`src/rtl/univ_shift_reg_pkg.sv`:
```
// Shared definitions for the universal shift register: operation codes and widths.
package univ_shift_reg_pkg;

    localparam int MODE_W = 3;

    typedef enum logic [MODE_W-1:0] {
        MODE_HOLD = 3'd0,
        MODE_LOAD = 3'd1,
        MODE_SHL  = 3'd2,
        MODE_SHR  = 3'd3,
        MODE_ROL  = 3'd4,
        MODE_ROR  = 3'd5,
        MODE_ASR  = 3'd6,
        MODE_CLR  = 3'd7
    } mode_e;

endpackage

```
`src/rtl/univ_shift_next.sv`:
```
// Combinational next-word selector for the universal shift register.
// A single-bit word cannot be sliced as [WIDTH-2:0], so the 1-bit case
// gets its own mux where shifts take SerIn and rotates/ASR hold.
module univ_shift_next
    import univ_shift_reg_pkg::*;
#(
    parameter int WIDTH = 8
) (
    input  logic [WIDTH-1:0]  i_q,
    input  logic [MODE_W-1:0] i_mode,
    input  logic [WIDTH-1:0]  i_d,
    input  logic              i_ser_in,
    output logic [WIDTH-1:0]  o_next
);

    generate
        if (WIDTH == 1) begin : g_single
            // Single-bit word: shifts replace the bit, rotates and ASR keep it.
            always_comb begin
                o_next = i_q;
                case (mode_e'(i_mode))
                    MODE_LOAD: o_next = i_d;
                    MODE_SHL:  o_next = i_ser_in;
                    MODE_SHR:  o_next = i_ser_in;
                    MODE_CLR:  o_next = '0;
                    default:   o_next = i_q;
                endcase
            end
        end else begin : g_multi
            // Multi-bit word: full operation set.
            always_comb begin
                o_next = i_q;
                case (mode_e'(i_mode))
                    MODE_LOAD: o_next = i_d;
                    MODE_SHL:  o_next = {i_q[WIDTH-2:0], i_ser_in};
                    MODE_SHR:  o_next = {i_ser_in, i_q[WIDTH-1:1]};
                    MODE_ROL:  o_next = {i_q[WIDTH-2:0], i_q[WIDTH-1]};
                    MODE_ROR:  o_next = {i_q[0], i_q[WIDTH-1:1]};
                    MODE_ASR:  o_next = {i_q[WIDTH-1], i_q[WIDTH-1:1]};
                    MODE_CLR:  o_next = '0;
                    default:   o_next = i_q;
                endcase
            end
        end
    endgenerate

endmodule

```
`src/rtl/univ_shift_reg.sv`:
```
// Universal register: hold, load, shift, rotate, arithmetic shift and clear,
// with clock enable and synchronous active-low reset. Reset outranks enable,
// and enable outranks the selected operation, so X on the data/mode inputs
// cannot reach Q while either is inactive.
module univ_shift_reg
    import univ_shift_reg_pkg::*;
#(
    parameter int          WIDTH       = 8,
    parameter logic [63:0] RESET_VALUE = 64'h0
) (
    input  logic              i_clk,
    input  logic              i_rst_n,
    input  logic              i_enable,
    input  logic [MODE_W-1:0] i_mode,
    input  logic [WIDTH-1:0]  i_d,
    input  logic              i_ser_in,
    output logic [WIDTH-1:0]  o_q,
    output logic              o_ser_out_l,
    output logic              o_ser_out_r,
    output logic              o_zero
);

    logic [WIDTH-1:0] r_q;
    logic [WIDTH-1:0] w_next;

    univ_shift_next #(.WIDTH(WIDTH)) u_next (
        .i_q      (r_q),
        .i_mode   (i_mode),
        .i_d      (i_d),
        .i_ser_in (i_ser_in),
        .o_next   (w_next)
    );

    // Word register: reset first, then enable-gated update.
    always_ff @(posedge i_clk) begin
        if (!i_rst_n) begin
            r_q <= RESET_VALUE[WIDTH-1:0];
        end else if (i_enable) begin
            r_q <= w_next;
        end
    end

    assign o_q         = r_q;
    assign o_ser_out_l = r_q[WIDTH-1];
    assign o_ser_out_r = r_q[0];
    assign o_zero      = (r_q == '0);

endmodule

```
`config.mk`:
```
export PLATFORM = sky130hd
export DESIGN_NAME = univ_shift_reg
export DESIGN_NICKNAME = d
export VERILOG_FILES = /design/src/rtl/univ_shift_reg_pkg.sv /design/src/rtl/univ_shift_next.sv /design/src/rtl/univ_shift_reg.sv
export SDC_FILE = /design/constraint.sdc
export NUM_CORES = 1
export LEC_CHECK = 0
export BUFFER_PORTS_ARGS = -buffer_cell sky130_fd_sc_hd__buf_4
export CAP_MARGIN = 25
export CELL_PAD_IN_SITES_DETAIL_PLACEMENT = 0
export CELL_PAD_IN_SITES_GLOBAL_PLACEMENT = 1
export CORE_MARGIN = 1
export CORE_UTILIZATION = 32
export CTS_CLUSTER_DIAMETER = 60
export DETAILED_ROUTE_END_ITERATION = 8
export HOLD_SLACK_MARGIN = 0.15
export PLACE_DENSITY = 0.81
export SLEW_MARGIN = 10
export SYNTH_ARGS = -nofsm -noshare
export SYNTH_HDL_FRONTEND = slang
export SYNTH_SLANG_ARGS = --single-unit
```
`constraint.sdc`:
```
create_clock -name i_clk -period 1.7 [get_ports i_clk]
set_input_delay 0.425 -clock i_clk [delete_from_list [all_inputs] [get_ports i_clk]]
set_output_delay 0.425 -clock i_clk [all_outputs]
set_load 0.005 [all_outputs]
```
==> out/results.ini <==
[placement]
portBuffers=25
place_hpwl_microns=1150
gp_congestion=0.715
post-place-ws_ns=0.186

[grt]
grt_pass1_vias=531
grt_max_degree=15
grt_overflow=0
grt.total_usage_pct=17.4
antenna_found_initial=0
grt_pass1_wl_microns=2520

[timing]
layout_worst_path_cycle_share_pct=103
setup_violations=1
tightestPinTransition_ns=0.302
rsz0062_at_grt=true
setup-tns-final_ns=-0.0515
setup_ws_ns=-0.0515
slew_viol_final=0
timing.final.crit_period_ns=1.75
fin_skew_ns=0.00127
max_freq_ghz=0.571
hold_viol=0
max_slew_margin_pct=79.8

[drt]
drt_iter0_markers=11
drtPass1Iterations=4
vias_per_cell=5.34
routed_wirelength_microns=1600
drc=0
vias=636
ant_nets=0
wl_per_cell_microns=13.5

[synthesis]
syn-num-nets=78
synthTopCellsByCount=dfxtp_1, o21ai_0, a221oi_1
ys_types=25
async_flop_share_pct=0
netlist_area_sq_um=593
synth_edf_count=0
synth-seq-cells=8
netlist_top_cells_area=dfxtp_1, a221oi_1, o2bb2ai_1, o21ai_0, buf_6
synthXorXnorAreaFrac_pct=2.95
synth_mux_area_share_pct=12.7
synth_fa_ha_area_share_pct=0
syn_area_per_cell_sq_um=9.41
yosys_warnings=0
synth_top_family_by_area=compound AO/OA/AOI/OAI gates
yosys.area_share.simple_pct=9.28
syn_inst=63
synth_compound_area_share_pct=38.0
synth_ff_type=dfxtp_1
synth_top_area_cell=dfxtp_1
yosysSeqAreaShare_pct=27.0
synth_top_area_share_pct=27.0

[clocking]
cts_buffers=3
cts.path.max_buffers=2
worstSkewPairLatency_ns=0.25
clk_pin_slew_ns=0.06
htree_levels=1
clock-sinks=8
cts_tree=built
cts_root_buf=clkbuf_4

[worst_setup_path]
r2r_start=o_q[3]
crit_required_ns=1.27
cp_data_arrival_time_ns=1.33
path_max_fanout=2
r2r-end=o_q[4]
worst_r2r_path_depth=4
r2r_slack_ns=0.41
path_class=reg -> out
worstSetupStartpoint=o_q[3]
crit_path_end_kind=output port
crit_end=o_zero
startpoint_type=register

[run]
drv_cap=0

[layout]
fillerInstances=181
largest_register_ffs=8
area_delta_synth_final_pct=46.2
nets=111
ff_latch_area_sq_um=171
drive_above_1_share_pct=53.2
num_antenna_cells=0
multi_input_area_sq_um=383

[floorplan]
coreArea_sq_um=1730
io_pins=26
floorplan.initialDensity_pct=34.3
die_h_microns=45.1
die_w_microns=45.1
num_rows=15
dieArea_sq_um=2030

[power]
irDropWorstVdd_mv=0.343
p_leak_uw=0.000373
powerDensity_nw_per_um2=610

[status]
status=finished with violations
violations=setup timing

[hold_path]
hold_class=in -> reg

## logic make-up (layout without fill, tap and decap cells)
kind of cell / Yosys count / in the layout
mux: 6 / 6
simple gates: 10 / 10
flops: 8 / 8
xor+xnor: 2 / 2
compound gates: 29 / 29
buf+inv: 8 / 39
## layout by cell type, fill, tap and decap left out, drive strengths merged
cell type | synthesis | final
xor2 | 2 | 2
mux2 | 6 | 6
buf | 5 | 33
clkbuf | 0 | 3
nor2 | 3 | 3
or2 | 1 | 1
nand2 | 2 | 2
o221a | 1 | 1
o21a | 1 | 1
or4 | 2 | 2
a221oi | 7 | 7
o21ai | 10 | 10
o22ai | 1 | 1
o2bb2ai | 7 | 7
dfxtp | 8 | 8
o311a | 1 | 1
inv | 3 | 3
a22oi | 1 | 1
and2 | 2 | 2
## final cells by class
cell class	instances	share of cell area (%)
multi-input cells	47	44.2
repair buffers	33	28.6
flip-flops and latches	8	19.8
well taps	25	3.61
clock buffers	3	2.60
inverters	3	1.30
## worst max-delay path: stages (launching register included)
cell,delay [ns]
dfxtp_4,0.34
or4_4,0.53
nor2_2,0.09
buf_4,0.11
## what timing repair did
| item | 4_1_cts | 5_1_grt |
|---|---|---|
| pin swaps | 2 | 1 |
| gates resized for setup | 6 | 3 |
| hold endpoints to repair | 0 | 0 |
| hold buffers | 0 | 0 |
| buffers inserted | 2 | 1 |
| setup endpoints to repair | 1 | 1 |
## metal layers
metal / up-vias / track usage (%) / wire, microns
met5: - / 0 / 0
met3: 4 / 4.00 / 118
met2: 27 / 24.6 / 717
met1: 292 / 25.2 / 750
met4: 0 / 7.27 / 16
li1: 313 / - / -
## through the flow
stage / hold slack, ns / power (uW) / std cells / utilization (%) / area, sq um
CTS: 0.411 / 524 / 118 / 49.3 / 851
floorplan: 0.491 / 298 / 63 / - / 593
global placement: 0.504 / 369 / 113 / 46.4 / 801
finish: 0.413 / 529 / 119 / 50.2 / 867
detailed placement: 0.504 / 370 / 113 / 46.4 / 801
global route: 0.411 / 566 / 119 / 50.2 / 867
## where the power goes
group | internal, uW | switching, uW | total, uW | leakage [uW]
Sequential | 196 | 10.3 | 206 | 0.0000675
Combinational | 101 | 74.2 | 175 | 0.000292
Clock | 80.9 | 66.4 | 147 | 0.0000138
Total | 378 | 151 | 529 | 0.000373
## how the worst min path moves through the flow
stage	start	end	slack, ns	cells past startpoint
after floorplan	o_q[1]	o_q[1]	0.49	1
after global placement	o_q[1]	o_q[1]	0.50	1
after detailed placement	o_q[1]	o_q[1]	0.50	1
after CTS	i_rst_n	o_q[7]	0.41	2
after global routing	i_rst_n	o_q[7]	0.41	2
final	i_rst_n	o_q[7]	0.41	2
Note: power is estimated with default switching activity, not from simulation.
